$ cat src/rtl/ms_dbg_uart_rx_framer.sv
// ============================================================================
// ms_dbg_uart_rx_framer: 8N1 UART receiver feeding a header/payload framer.
// Rev 1.0
// ============================================================================
`default_nettype none

module ms_dbg_uart_rx_framer #(
    parameter logic [15:0] CBaudDiv = 16'd8,
    parameter logic [7:0]  CGapTmo  = 8'd20
) (
    input  logic        AClkH,
    input  logic        AResetH,
    input  logic        AClkHEn,
    input  logic        ASync1K,
    input  logic        ADbgRx,
    input  logic        ADbioIdxReset,
    output logic [11:0] ADbioAddr,
    output logic [63:0] ADbioMosi,
    output logic        ADbioMosiStb,
    output logic [3:0]  ADbioMosiIdx,
    output logic        ADbioMosi1st,
    output logic [15:0] ADbioDataLen,
    output logic        ADbioDataLenNZ,
    output logic        AFrameDone,
    output logic        AFrameErr,
    output logic [7:0]  AErrCnt
);

    typedef enum logic [2:0] {BIdle, BStart, BData, BStop, BWaitHi} bit_st_t;
    typedef enum logic [2:0] {SHdrAL, SHdrAH, SLenL, SLenH, SData} frm_st_t;

    localparam logic [15:0] CHalf = CBaudDiv >> 1;

    logic        rx_s1_q, rx_s2_q;
    bit_st_t     bst_q, bst_d;
    logic [15:0] bcnt_q, bcnt_d;
    logic [2:0]  bidx_q, bidx_d;
    logic [7:0]  shreg_q, shreg_d;
    logic        byte_vld, ferr;

    frm_st_t     fst_q, fst_d;
    logic [7:0]  addr_lo_q, addr_lo_d, len_lo_q, len_lo_d, gap_q, gap_d, errcnt_q, errcnt_d;
    logic [11:0] addr_q, addr_d;
    logic [15:0] dlen_q, dlen_d;
    logic [63:0] word_q, word_d, mosi_q, mosi_d, merged;
    logic [2:0]  lane_q, lane_d;
    logic [3:0]  nidx_q, nidx_d, oidx_q, oidx_d;
    logic        nfirst_q, nfirst_d, ofirst_q, ofirst_d;
    logic        stb_q, stb_d, done_q, done_d, err_q, err_d, tmo;

    // Bit-level receiver: mid-bit sampling timed from the synchronised falling edge.
    always_comb begin
        bst_d    = bst_q;
        bcnt_d   = bcnt_q;
        bidx_d   = bidx_q;
        shreg_d  = shreg_q;
        byte_vld = 1'b0;
        ferr     = 1'b0;
        if (AClkHEn) begin
            case (bst_q)
                BIdle: if (!rx_s2_q) begin
                    bst_d  = BStart;
                    bcnt_d = 16'd0;
                end
                BStart: if (bcnt_q == CHalf - 16'd1) begin
                    bcnt_d = 16'd0;
                    bidx_d = 3'd0;
                    bst_d  = rx_s2_q ? BIdle : BData;
                end else begin
                    bcnt_d = bcnt_q + 16'd1;
                end
                BData: if (bcnt_q == CBaudDiv - 16'd1) begin
                    bcnt_d  = 16'd0;
                    shreg_d = {rx_s2_q, shreg_q[7:1]};
                    if (bidx_q == 3'd7) bst_d = BStop;
                    else                bidx_d = bidx_q + 3'd1;
                end else begin
                    bcnt_d = bcnt_q + 16'd1;
                end
                BStop: if (bcnt_q == CBaudDiv - 16'd1) begin
                    bcnt_d = 16'd0;
                    if (rx_s2_q) begin
                        byte_vld = 1'b1;
                        bst_d    = BIdle;
                    end else begin
                        ferr  = 1'b1;
                        bst_d = BWaitHi;
                    end
                end else begin
                    bcnt_d = bcnt_q + 16'd1;
                end
                BWaitHi: if (rx_s2_q) bst_d = BIdle;
                default: bst_d = BIdle;
            endcase
        end
    end

    assign merged = word_q | (64'(shreg_q) << {lane_q, 3'b000});
    assign tmo    = (fst_q != SHdrAL) && !byte_vld && ASync1K &&
                    (CGapTmo != 8'd0) && (gap_q == CGapTmo - 8'd1);

    always_comb begin
        fst_d     = fst_q;
        addr_lo_d = addr_lo_q;
        len_lo_d  = len_lo_q;
        addr_d    = addr_q;
        dlen_d    = dlen_q;
        word_d    = word_q;
        lane_d    = lane_q;
        mosi_d    = mosi_q;
        nidx_d    = nidx_q;
        nfirst_d  = nfirst_q;
        oidx_d    = oidx_q;
        ofirst_d  = ofirst_q;
        gap_d     = gap_q;
        errcnt_d  = errcnt_q;
        stb_d     = 1'b0;
        done_d    = 1'b0;
        err_d     = 1'b0;
        if (AClkHEn) begin
            if (fst_q == SHdrAL || byte_vld) gap_d = 8'd0;
            else if (ASync1K)                gap_d = gap_q + 8'd1;
            if (byte_vld) begin
                case (fst_q)
                    SHdrAL: begin
                        addr_lo_d = shreg_q;
                        fst_d     = SHdrAH;
                    end
                    SHdrAH: begin
                        addr_d = {shreg_q[3:0], addr_lo_q};
                        fst_d  = SLenL;
                    end
                    SLenL: begin
                        len_lo_d = shreg_q;
                        fst_d    = SLenH;
                    end
                    SLenH: begin
                        dlen_d   = {shreg_q, len_lo_q};
                        nidx_d   = 4'd0;
                        nfirst_d = 1'b1;
                        word_d   = 64'd0;
                        lane_d   = 3'd0;
                        if ({shreg_q, len_lo_q} == 16'd0) begin
                            done_d = 1'b1;
                            fst_d  = SHdrAL;
                        end else begin
                            fst_d = SData;
                        end
                    end
                    SData: begin
                        dlen_d = dlen_q - 16'd1;
                        if (lane_q == 3'd7 || dlen_q == 16'd1) begin
                            mosi_d   = merged;
                            stb_d    = 1'b1;
                            oidx_d   = nidx_q;
                            ofirst_d = nfirst_q;
                            nidx_d   = nidx_q + 4'd1;
                            nfirst_d = 1'b0;
                            word_d   = 64'd0;
                            lane_d   = 3'd0;
                            if (dlen_q == 16'd1) begin
                                done_d = 1'b1;
                                fst_d  = SHdrAL;
                            end
                        end else begin
                            word_d = merged;
                            lane_d = lane_q + 3'd1;
                        end
                    end
                    default: fst_d = SHdrAL;
                endcase
            end
            if (ferr || tmo) begin
                fst_d  = SHdrAL;
                dlen_d = 16'd0;
                word_d = 64'd0;
                lane_d = 3'd0;
                gap_d  = 8'd0;
                err_d  = 1'b1;
                if (errcnt_q != 8'hFF) errcnt_d = errcnt_q + 8'd1;
            end
            // Applied after the emit so a coincident strobe keeps its old index.
            if (ADbioIdxReset) begin
                nidx_d   = 4'd0;
                nfirst_d = 1'b1;
            end
        end
    end

    always_ff @(posedge AClkH or posedge AResetH) begin
        if (AResetH) begin
            rx_s1_q   <= 1'b1;
            rx_s2_q   <= 1'b1;
            bst_q     <= BIdle;
            bcnt_q    <= 16'd0;
            bidx_q    <= 3'd0;
            shreg_q   <= 8'd0;
            fst_q     <= SHdrAL;
            addr_lo_q <= 8'd0;
            len_lo_q  <= 8'd0;
            addr_q    <= 12'd0;
            dlen_q    <= 16'd0;
            word_q    <= 64'd0;
            lane_q    <= 3'd0;
            mosi_q    <= 64'd0;
            nidx_q    <= 4'd0;
            nfirst_q  <= 1'b0;
            oidx_q    <= 4'd0;
            ofirst_q  <= 1'b0;
            gap_q     <= 8'd0;
            errcnt_q  <= 8'd0;
            stb_q     <= 1'b0;
            done_q    <= 1'b0;
            err_q     <= 1'b0;
        end else begin
            if (AClkHEn) begin
                rx_s1_q <= ADbgRx;
                rx_s2_q <= rx_s1_q;
            end
            bst_q     <= bst_d;
            bcnt_q    <= bcnt_d;
            bidx_q    <= bidx_d;
            shreg_q   <= shreg_d;
            fst_q     <= fst_d;
            addr_lo_q <= addr_lo_d;
            len_lo_q  <= len_lo_d;
            addr_q    <= addr_d;
            dlen_q    <= dlen_d;
            word_q    <= word_d;
            lane_q    <= lane_d;
            mosi_q    <= mosi_d;
            nidx_q    <= nidx_d;
            nfirst_q  <= nfirst_d;
            oidx_q    <= oidx_d;
            ofirst_q  <= ofirst_d;
            gap_q     <= gap_d;
            errcnt_q  <= errcnt_d;
            stb_q     <= stb_d;
            done_q    <= done_d;
            err_q     <= err_d;
        end
    end

    assign ADbioAddr      = addr_q;
    assign ADbioMosi      = mosi_q;
    assign ADbioMosiStb   = stb_q;
    assign ADbioMosiIdx   = oidx_q;
    assign ADbioMosi1st   = ofirst_q;
    assign ADbioDataLen   = dlen_q;
    assign ADbioDataLenNZ = (dlen_q != 16'd0);
    assign AFrameDone     = done_q;
    assign AFrameErr      = err_q;
    assign AErrCnt        = errcnt_q;

endmodule

`default_nettype wire

$ cat config.mk
export PLATFORM = sky130hd
export DESIGN_NAME = ms_dbg_uart_rx_framer
export DESIGN_NICKNAME = d
export VERILOG_FILES = /design/src/rtl/ms_dbg_uart_rx_framer.sv
export SDC_FILE = /design/constraint.sdc
export NUM_CORES = 1
export LEC_CHECK = 0
export ABC_AREA = 1
export CORE_UTILIZATION = 35
export CTS_CLUSTER_SIZE = 30
export DETAILED_ROUTE_END_ITERATION = 8
export PLACE_DENSITY = 0.5
export SYNTH_ARGS = -nofsm -noshare
export SYNTH_HDL_FRONTEND = slang
export SYNTH_SLANG_ARGS = --single-unit
$ cat constraint.sdc
create_clock -name AClkH -period 11 [get_ports AClkH]
set_input_delay 2.2 -clock AClkH [delete_from_list [all_inputs] [get_ports AClkH]]
set_output_delay 2.2 -clock AClkH [all_outputs]
set_load 0.03 [all_outputs]
Word-level counts from Yosys, hierarchy flattened
Index checks and enable logic that the tools add are counted.
{"block": "word_totals", "in_bits": 6, "mem_bits_ro": 0, "mem_bits_rw": 0, "wordCells": 155, "memories": 0, "reg_bits": 239, "latchBits": 0, "output_inout_bits": 109}
{"block": "classes", "mux": 65, "div_mod_pow": 0, "reduce_logical": 33, "bitwise": 1, "order_cmp": 0, "addsub": 7, "n_shift": 1, "mul": 0, "eq_ne": 25}
{"op": "2-to-1 mux 64 bit", "count": 3}
{"op": "case mux 64 bit (2 select lines)", "count": 1}
{"op": "2-to-1 mux 16 bit", "count": 5}
{"op": "bitwise OR 64 bit", "count": 1}
{"op": "left shift 8 x 6 -> 64 bit", "count": 1}
{"op": "2-to-1 mux 3 bit", "count": 18}
{"op": "case mux 16 bit (3 select lines)", "count": 1}
{"op": "case mux 16 bit (2 select lines)", "count": 1}
{"op": "case mux 3 bit (5 select lines)", "count": 2}
{"op": "2-to-1 mux 8 bit", "count": 3}
{"op": "2-to-1 mux 1 bit", "count": 22}
{"op": "AND reduction 3 bit", "count": 7}
{"op": "adder 16 x 1 -> 16 bit, second input constant", "count": 1}
{"op": "adder 8 x 1 -> 8 bit, second input constant", "count": 2}
{"op": "equality test 16 x 1 -> 1 bit, second input constant", "count": 1}
{"op": "equality test 16 x 2 -> 1 bit, second input constant", "count": 1}
{"op": "equality test 16 x 3 -> 1 bit, second input constant", "count": 1}
{"op": "zero test 16 bit", "count": 1}
{"op": "nonzero test 16 bit", "count": 1}
{"op": "subtractor 16 x 1 -> 16 bit, second input constant", "count": 1}
{"op": "nonzero test 3 bit", "count": 5}
{"op": "inequality test 2 bit, second input constant", "count": 7}
{"op": "equality test 3 x 2 -> 1 bit, second input constant", "count": 4}
{"op": "equality test 3 bit, second input constant", "count": 4}
{"op": "21 further kinds", "count": 38}

Longest topological paths before layout
{"block": "depth", "depth_word": 11, "ltp_mapped": 12, "ltp_nobuf": 11}

Least setup slack after synthesis
No wires, ideal clock.
{"block": "synth_path", "kind": "register -> output", "from": "register dlen_q[8] (netlist: ADbioDataLen[8])", "to": "output ADbioDataLenNZ", "stages_incl_launch_ff": 5, "path_buffers": 0, "setup_slack_ns": 7.577, "arrival_time_ns": 1.223, "cell_sequence": "dfrtp_1 nor2_1 nand2_1 nor2_1 nand3_1"}
{"block": "synth_between", "elab_chain_cells": 1}
{"element": "from (decl)", "line": "44", "source": "logic [15:0] dlen_q, dlen_d;"}
{"element": "from (signal assigned)", "line": "228", "source": "dlen_q <= dlen_d;"}
{"element": "nonzero test 16 bit", "line": "250", "source": "assign ADbioDataLenNZ = (dlen_q != 16'd0);"}
{"element": "to (decl)", "line": "23", "source": "output logic ADbioDataLenNZ,"}
No other way between the ends.

Final worst setup path
{"block": "layout_path", "from": "input AClkHEn", "to": "register bcnt_q[9]"}
{"block": "layout_between", "elab_chain_cells": 1}
{"element": "from (decl)", "line": "13", "source": "input logic AClkHEn,"}
{"element": "AND reduction 3 bit (no line)"}
{"element": "to (signal assigned)", "line": "221", "source": "bcnt_q <= bcnt_d;"}
{"element": "to (decl)", "line": "36", "source": "logic [15:0] bcnt_q, bcnt_d;"}
No other way between the ends.
A chain may end at the register's enable or synchronous reset.

==> results.md <==
- The endpoint identified for the worst register-to-register timing path is ADbioMosi[55].
- The sequential fraction of the synthesis area is 52.7%.
- The net count of the finished layout is 1498.
- The area growth from synthesis to layout is 20.1%.
- The die is between 150 and 200 µm wide.
- The critical path goes through clkdlybuf4s50_1 > nand2_1 > nor2_1 > clkinv_1 > nor2_1 > nor2_1.
- Along the worst path, the maximum fanout reaches 23.
- In this run the core area contains 65 standard-cell rows.
- The yosys synthesis warning count is 0.
- The last weighted congestion value of the routability-driven placer is 0.836.
- The CTS sink count is approximately 240.
- The maximum clock skew at final layout is 0.0140 ns.
- The critical register-to-register path startpoint is lane_q[0].
- The dominant cell type by area after synthesis is sky130_fd_sc_hd__dfrtp_1.
- The number of clock buffers added by TritonCTS is 28.
- After detailed routing, the total wire length is approximately 30000 µm.
- The routed via count is just over 9000.
- Across every metal layer, demand over resource in global routing totals 18.4%.
- The average cell area after synthesis is 8.19 µm².
- The critical path in this run is classified as in2reg.
- The number of setup violations in the final report is 0.
- The fraction of final layout cells with drive strength greater than 1 is 6.40%.
- In this run the remaining antenna-violating nets after routing total 0.
- In this run the register-to-register setup slack is ~7.8 ns.
- The number of register bits inferred by synthesis is 239.
- Once the clock tree was built, the resizer swapped 0 gates to a different size.
- For this run, the top clock speed supported by timing is 196 MHz.
- Registers are responsible for 46.8% of the overall power.
- Across the run, the number of max-cap violations was 0.
- The first global-routing pass estimated 49300 µm of wire.
- The area of the mapped netlist is 11400 µm².
- The count of fill cells added during filler insertion is 3157.
- The number of buffers inserted for hold repair after clock tree synthesis is 0.
- In the final layout, the multi-input gates occupy 4590 µm².
- The diode insertion count for antenna repair is 0.
- The start point of the worst min-delay path is word_q[26].
- Using the TritonRoute via totals, the vias-per-cell ratio works out to 4.84.
- The total setup buffers inserted after CTS is 0.
- During I/O placement, the number of pins put on the boundary was 115.
- The TritonCTS clock tree is built.
- The post-synthesis instance total is 1387.
- The capture endpoint of the worst hold path is word_q[26].
- Hold timing on the final database bottoms out at a slack of around 0.47 ns.
- Data on the critical path is required at its endpoint by 11.39 ns.
- In the final routed layout, each cell accounts on average for 15.8 µm.
- On the worst path, the slowest cell contributes a delay of 1.14 ns.
- The final-layout setup total negative slack is 0 ns.
- The pre-antenna-repair detailed-routing pass consisted of 5 iterations.
- The synthesized design devotes to its leading area cell type 52.2% of total area.
- The H-tree depth is 1.
- After the first detailed-routing iteration, the DRC count stood at 734.
- Measured in cells, the most critical reg-to-reg path has a length of 9.
- The number of max-slew violations in the final report is 0.
- Per report_power, the combinational group accounts for about 5.9% of the total.
- The cell depth of the worst min-delay path is 2.
- The internal power of the cells totals ~1.5 mW.
- Power spread over the standard cell area amounts to 143 nW/µm².
- The worst slew margin relative to its limit is between 30% and 40%.
- The master cell of the clock root buffer is sky130_fd_sc_hd__clkbuf_16.
- Setup repair after global routing left no endpoint under its margin.
- The worst setup path is captured at a flop.
- The die span in y is 182 µm.
- In this run, the clock network consumes 47.3% of the power.
- The flip-flop and latch area is 5980 µm².
- For this run, design rule violations remaining after detail routing come to 0.
- Clock latency on the worst-skew pair, taken at its later pin, is 0.54 ns.
- The arrival time of the worst setup path is 5.50 ns.
- The number of global-route vias before repair came to 8877.
- The final period utilization is 46.4%.
- The number of hold violations in the final report was 0.
- The kind of launch point of the worst setup path is an input pin.
- IR analysis of the VDD net gives a maximum drop of approximately 98 µV.
- Summed over all nets, the switching power comes to 0.473 mW.
- The buffer depth of the longest clock path is 3.
- For the finished layout, the period the worst path requires is between 5 and 6 ns.
- Among the stages of the critical path, the cell type that occurs most often is sky130_fd_sc_hd__nor2_1.
- The floorplan step defined a die boundary enclosing between 30000 and 40000 µm².
- The flow ran to the end, and the final reports show no timing, DRC or antenna violations.
- In this run the worst hold path is classified as reg2reg.
- The initial standard-cell utilization of the core is between 30% and 40%.
- Summed over all nets, the half-perimeter wirelength after detailed placement is 18900 µm.
- The total area inside the core boundary comes to 31700 µm².
- The count of input and output buffers is 114.
- By area the synthesized netlist is led by sky130_fd_sc_hd__dfrtp_1 (52%), sky130_fd_sc_hd__nand2_1 (17%), sky130_fd_sc_hd__inv_1 (3.7%).
- The overall overflow remaining after global route is 0.
- The net switching fraction of the power is 24.3%.
- Entering global routing, the biggest net connects 110 pins.
- After clock tree synthesis, the clock-pin slew on the worst setup and hold paths is approximately 0.060 ns.
- The cell with the largest stage delay on the worst path is sky130_fd_sc_hd__clkdlybuf4s50_1.
- The number of library cell types mapped by synthesis is 45.
- The initial antenna violation count is 0.
- The static leakage is 7.08 nW.
- The number of nets handed over by synthesis was 1404.
- For the pin with the worst max-slew slack, the measured transition is 1.03 ns.
[power by group through the flow]
stage | sequential [mW] | combinational [mW] | clock [mW]
2_1_floorplan | 0.922 | 0.0887 | 0
3_3_place_gp | 0.925 | 0.116 | 0
3_5_place_dp | 0.925 | 0.118 | 0
4_1_cts | 0.910 | 0.118 | 0.946
5_1_grt | 0.912 | 0.136 | 0.987
6_report | 0.911 | 0.116 | 0.921
[kinds of logic (layout without fill, tap and decap cells)]
kind of cell             Yosys count  after routing  share of synthesized area, %
AO/OA/AOI/OAI                    187            187                          9.17
XOR/XNOR                          24             24                          1.85
adder cells (fa/ha/maj)           11             11                          1.21
flip-flops                       239            239                          52.7
AND/OR/NAND/NOR                  740            740                          27.3
buffers and inverters            178            292                          7.02
multiplexers                       8              8                         0.793
[worst max-delay path by stage]
stage | slack, ns | depth (start not counted) | to | from
global route | 5.57 | 8 | ADbioMosi[55] | AClkHEn
global placement | 5.38 | 8 | ADbioMosi[55] | AClkHEn
floorplan | 2.24 | 1 | ADbioAddr[0] | AResetH
CTS | 5.87 | 8 | ADbioMosi[40] | AClkHEn
detailed placement | 5.30 | 8 | ADbioMosi[53] | AClkHEn
finish | 5.89 | 6 | bcnt_q[9] | AClkHEn
[cell usage after synthesis, drive strengths merged]
library cell	number
a31o	1
nor3	39
nor2	94
and2	1
o221ai	3
nand3	54
o32ai	1
nand4	24
ha	11
o2111ai	1
xnor2	9
inv	115
buf	39
a31oi	1
o21ai	106
a211oi	1
nor4	6
clkinv	6
mux2	8
nand2	514
a21o	16
o22ai	1
o211ai	4
clkbuf	18
o21bai	1
dfrtp	237
dfstp	2
a21oi	51
xor2	15
or2	4
nand3b	4
[critical path: cells and delay by family]
| family | cells | cell delay (ns) |
|---|---|---|
| AND/OR/NAND/NOR | 4 | 1.68 |
| buffers and inverters | 2 | 1.61 |
[through the flow]
| stage | cell area (µm²) | cells | power (mW) | worst slack, ns | utilization, % |
|---|---|---|---|---|---|
| detailed placement | 12700 | 1853 | 1.04 | 5.30 | 40.1 |
| global placement | 12700 | 1853 | 1.04 | 5.38 | 40.1 |
| finish | 13600 | 1903 | 1.95 | 5.89 | 43.0 |
| global route | 13600 | 1903 | 2.04 | 5.57 | 43.0 |
| CTS | 13600 | 1903 | 1.97 | 5.87 | 43.0 |
| floorplan | 11400 | 1387 | 1.01 | 2.24 | - |
[area by class of cell]
type                       count  area share, %
inverter                     121           3.39
sequential                   239           43.9
clock buffer                  40           5.92
timing repair buffer         121           8.75
clock inverter                10          0.752
tap                          402           3.69
multi-input combinational    970           33.6
[cells in the final DEF, fill, tap and decap left out, types with 4 or more instances in the layout]
cell type                         synthesis  layout
sky130_fd_sc_hd__a21o_1                  16      16
sky130_fd_sc_hd__a21oi_1                 51      51
sky130_fd_sc_hd__buf_4                    5       7
sky130_fd_sc_hd__clkbuf_1                18       7
sky130_fd_sc_hd__clkbuf_16                0      29
sky130_fd_sc_hd__clkbuf_8                 0       4
sky130_fd_sc_hd__clkdlybuf4s50_1          0     114
sky130_fd_sc_hd__clkinv_1                 5       5
sky130_fd_sc_hd__clkinv_2                 1       8
sky130_fd_sc_hd__dfrtp_1                237     237
sky130_fd_sc_hd__ha_1                    11      11
sky130_fd_sc_hd__inv_1                  111     110
sky130_fd_sc_hd__inv_2                    4       4
sky130_fd_sc_hd__mux2_2                   8       8
sky130_fd_sc_hd__nand2_1                511     511
sky130_fd_sc_hd__nand3_1                 46      46
sky130_fd_sc_hd__nand3_2                  7       6
sky130_fd_sc_hd__nand3b_1                 4       4
sky130_fd_sc_hd__nand4_1                 22      22
sky130_fd_sc_hd__nor2_1                  89      89
sky130_fd_sc_hd__nor3_1                  39      39
sky130_fd_sc_hd__nor4_1                   6       6
sky130_fd_sc_hd__o211ai_1                 4       4
sky130_fd_sc_hd__o21ai_0                 57      57
sky130_fd_sc_hd__o21ai_1                 42      42
sky130_fd_sc_hd__o21ai_2                  7       7
sky130_fd_sc_hd__or2_2                    4       4
sky130_fd_sc_hd__xnor2_1                  9       9
sky130_fd_sc_hd__xor2_1                  15      15
[registers in the layout, summed over array words and instances, names as in the netlist, 3 cells and up]
register	cells
len_lo_q	8
gap_q	8
shreg_q	8
lane_q	3
bidx_q	3
bst_q	3
addr_lo_q	8
ADbioMosiIdx	4
ADbioDataLen	16
fst_q	3
ADbioMosi	64
ADbioAddr	12
bcnt_q	16
word_q	64
nidx_q	4
AErrCnt	8
[routing by layer]
metal	track usage (%)	wire length, µm
met5	0	0
met2	28.4	13400
met4	4.97	638
met1	27.1	15000
met3	2.22	1100
(Power assumes the default switching activity.)
==> RTL edit 1, RTL diff (same settings) <==
The output `AFrameErr` loses its register stage (`err_q` becomes a continuous assignment).
--- a/src/rtl/ms_dbg_uart_rx_framer.sv
+++ b/src/rtl/ms_dbg_uart_rx_framer.sv
@@ -212,5 +212,4 @@
             stb_q     <= 1'b0;
             done_q    <= 1'b0;
-            err_q     <= 1'b0;
         end else begin
             if (AClkHEn) begin
@@ -238,7 +237,8 @@
             stb_q     <= stb_d;
             done_q    <= done_d;
-            err_q     <= err_d;
         end
     end
+
+    assign err_q = err_d;
 
     assign ADbioAddr      = addr_q;
Check against the original RTL: no difference found for any inputs over 4 cycles, from zero or initial values and one cycle with AResetH high; that may be too few to reach the edited logic, so the function may still have changed.
==> RTL edit 1 against the original RTL <==
  * Die area fell by 0.22%
  * Final area fell by 0.27%
  * Critical path depth rose by 1
  * Wire length fell by 2.4%
  * Highest routed layer unchanged
  * Largest power group is now registers
  * Sequential power fell by 0.5%
  * Setup slack got worse by 1.3 ns
  * Sequential cell count fell by 1
  * Synthesized area fell by 0.22%
  * Total power fell by 1.7%
==> RTL edit 1: results (changes against the original RTL) <==
[status]
status = complete, no violations

[routing]
dr.pass1.iters = 8  ; +3
vias = 9182  ; -0.41%
wl_met2_mm = 13.2  ; -1.5%
wl_met3_mm = 1.29  ; +18%
met1Wirelength_mm = 14.4  ; -4.0%
drt_iter0_drc = 564  ; -23%

[pwr]
p_leak_nw = 7.06  ; -0.34%
ir_drop_mv = 0.0973  ; -0.58%

[place]
dpl.hpwl_mm = 18.5  ; -2.3%
place_ws_ns = 4.53  ; -0.765 ns
dpl_cell_area_um2 = 12700  ; about the same

[timing]
fin_crit_sh = 0.586  ; +0.121
worst_pin_slew_ns = 0.978  ; -0.0473 ns
worst_clock_skew_ns = 0.0165  ; +0.00257 ns

[final_layout]
nFillCells = 3192  ; +1.1%
drive_gt1_frac = 0.0647  ; +0.000709

[logic_synthesis]
synth_area_leaders = dfrtp_1 (52%), nand2_1 (17%), inv_1 (3.7%), nor2_1 (2.9%), o21ai_0 (2.5%)
yosysSeqAreaShare = 0.526  ; -0.00104
synth_commonest_cells = nand2_1 (511), dfrtp_1 (236), inv_1 (111)

[grt]
grt_max_degree = 108  ; -1.8%
grt_first_pass_wirelength_mm = 48.1  ; -2.5%
track_usage = 0.180  ; -0.00367
grt_pass1_vias = 8830  ; -0.53%

[setup_path]
worstPathArrival_ns = 4.24  ; -1.26 ns
r2r_slack_ns = 7.71  ; -0.06 ns

-- RTL edit 1: cell types whose count changed in the layout (fill, tap and decap cells not counted), sizes merged --
cell | before | now
buf | 7 | 8
dfrtp | 237 | 236
clkbuf | 40 | 39
bufinv | 2 | 1
clkinvlp | 1 | 2
-- RTL edit 1: layer usage --
layer,vias to the layer above,global-route usage
met5,-,0
met1,4315,0.261
met4,0,0.0454
met3,35,0.0247
li1,4619,-
met2,213,0.284
-- RTL edit 1: kinds of logic after synthesis --
group / Yosys count / share of synthesized area
compound gates: 187 / 0.0919
xor+xnor: 24 / 0.0185
fa+ha+maj: 11 / 0.0121
buf+inv: 178 / 0.0703
flops: 238 / 0.526
mux: 8 / 0.00795
simple gates: 740 / 0.274
-- RTL edit 1: worst paths after layout --
check / startpoint / end / cells past startpoint
max in group asynchronous: AResetH / addr_lo_q[1] / 3
hold / removal: rx_s1_q / rx_s1_q / 2
hold reg to reg: rx_s1_q / rx_s1_q / 2
min in group asynchronous: AResetH / ADbioMosi[55] / 2
setup / recovery: AClkHEn / AFrameErr / 7
setup reg to reg: lane_q[0] / ADbioMosi[47] / 9
-- RTL edit 1: layout make-up --
| cell class | instances | share of cell area |
|---|---|---|
| well taps | 402 | 0.0370 |
| flip-flops and latches | 238 | 0.438 |
| clock inverters | 10 | 0.00589 |
| clock buffers | 39 | 0.0590 |
| repair buffers | 122 | 0.0883 |
| multi-input cells | 970 | 0.338 |
| inverters | 121 | 0.0340 |
-- RTL edit 1: critical path, delay by kind of cell --
kind                   cells  cell delay, ns
AND/OR/NAND/NOR            3            0.56
buffers and inverters      4            1.47
-- RTL edit 1: through the flow --
step | util | hold WS (ns)
finish | 0.429 | 0.466
detailed placement | 0.401 | 0.459
floorplan | - | 0.442
CTS | 0.429 | 0.468
global placement | 0.401 | 0.454
global route | 0.429 | 0.472
-- RTL edit 1: power breakdown --
| part | internal [mW] | switching (mW) | total, mW |
|---|---|---|---|
| logic | 0.0281 | 0.0864 | 0.115 |
| clock network | 0.529 | 0.366 | 0.895 |
| registers | 0.890 | 0.0166 | 0.906 |
==> RTL edit 2, RTL diff (config.mk and constraints unchanged) <==
Made on the original files. `CBaudDiv`: 16'd8 -> 16'd6.
--- a/src/rtl/ms_dbg_uart_rx_framer.sv
+++ b/src/rtl/ms_dbg_uart_rx_framer.sv
@@ -6,5 +6,5 @@
 
 module ms_dbg_uart_rx_framer #(
-    parameter logic [15:0] CBaudDiv = 16'd8,
+    parameter logic [15:0] CBaudDiv = 16'd6,
     parameter logic [7:0]  CGapTmo  = 8'd20
 ) (
Formal check against the unedited RTL: same outputs for any inputs over 4 cycles, from zero or initial values and one cycle with AResetH high; that may be too few to reach the edited logic, so the function may still have changed.
==> RTL edit 2 against the original RTL <==
  * Register-to-register slack better by 0.09 ns
  * Via count grew 0.40%
  * Cell count rose by 0.32%
  * Synthesized area hardly changed
  * Total power is 6.2% higher
  * Critical path depth decreased by 1
  * Clock skew fell by 0.0047 ns
  * Highest routed layer unchanged
  * Wire length grew 0.82%
  * Sequential cell count is the same
  * Setup slack gained 0.67 ns
  * Final area rose by 1.1%
==> RTL edit 2: results (changes against the original RTL) <==
[grt]
use_met2 = 0.288  ; +0.00337
grt_max_degree = 101  ; -8.2%
grt_first_pass_wirelength_mm = 49.7  ; +0.67%
use_met1 = 0.276  ; +0.00427
track_usage = 0.186  ; +0.00224
grt_pass1_vias = 9076  ; +2.2%

[status]
status = complete, no violations

[final_layout]
nets = 1505  ; +0.47%
nFillCells = 3233  ; +2.4%
multi_input_area_um2 = 4590  ; +0.14%
drive_gt1_frac = 0.0630  ; -0.000918

[worst_hold_path]
min-delay-start = rx_s1_q
hold_end = rx_s1_q

[place]
globalplace.congestion = 0.833  ; -0.32%
place_ws_ns = 6.04  ; +0.739 ns
dpl_cell_area_um2 = 12800  ; +0.27%
dpl.hpwl_mm = 18.6  ; -1.4%

[cts]
clkTransAtPathRegs_ns = 0.06  ; about the same

[logic_synthesis]
async_flop_share = 1.00  ; unchanged
synth_area_leaders = dfrtp_1 (52%), nand2_1 (17%), inv_1 (3.8%), o21ai_0 (2.8%), nor2_1 (2.6%)
synth_xor_area_frac = 0.0162  ; -0.00231
synthCells = 1389  ; +0.14%
synth_commonest_cells = nand2_1 (502), dfrtp_1 (237), inv_1 (116)
synth_fa_ha_area_frac = 0.0143  ; +0.00221
yosysUniqueCellTypes = 44  ; -2.2%
muxShareOfSynthArea = 0.00793  ; about the same
synth_compound_area_frac = 0.0956  ; +0.00389
yosysSeqAreaShare = 0.527  ; about the same

[routing]
wire_per_inst_um = 15.9  ; +0.50%
wl_met3_mm = 1.22  ; +11%
vias = 9257  ; +0.40%
met1Wirelength_mm = 15.3  ; +2.3%
via_per_inst = 4.85  ; about the same
wl_met2_mm = 13.1  ; -1.8%

[setup_path]
cp_max_fo = 6  ; -74%
cpLargestDelayFamily = simple AND/OR/NAND/NOR gates
worst_path_largest_cell_delay_ns = 0.61  ; -0.53 ns
crit_end = ADbioDataLenNZ
r2r_cells = 8  ; -1
r2r_slack_ns = 7.86  ; +0.09 ns
rr_endpoint = ADbioMosi[47]
worstPathArrival_ns = 2.24  ; -3.26 ns
cp-startpoint = ADbioDataLen[8]

[timing]
worst_clock_skew_ns = 0.00926  ; -0.00470 ns
period_minus_slack_ns = 4.44  ; -0.668 ns
worst_pin_slew_ns = 1.02  ; -0.00882 ns
fin_hold_ws_ns = 0.467  ; -0.00238 ns

[pwr]
ir_drop_mv = 0.111  ; +14%
p_leak_nw = 7.11  ; +0.35%

[RTL edit 2: cell types whose count changed in the layout (fill, tap and decap cells not counted), sizes merged, moves of 4 or more]
cell / unedited run / this run
a21oi: 51 / 55
inv: 115 / 121
nor3: 39 / 51
nor2: 94 / 85
bufinv: 2 / 6
o21ai: 106 / 111
nand2: 514 / 504
[RTL edit 2: report_power, final]
| part | internal (mW) | switching [mW] | leakage [nW] |
|---|---|---|---|
| logic | 0.0323 | 0.0972 | 3.29 |
| registers | 0.894 | 0.0170 | 3.32 |
| clock network | 0.641 | 0.387 | 0.501 |
| total | 1.57 | 0.501 | 7.11 |
[RTL edit 2: layout make-up]
type                       instances  share of cell area
multi-input combinational        969               0.333
clock inverter                    14              0.0170
inverter                         125              0.0346
sequential                       239               0.434
clock buffer                      37              0.0569
timing repair buffer             123              0.0877
tap                              402              0.0365
[RTL edit 2: worst min-delay path: stages, from the launching register on]
cell,delay (ns)
dfstp_2,0.37
nand2_1,0.05
nand2_1,0.04
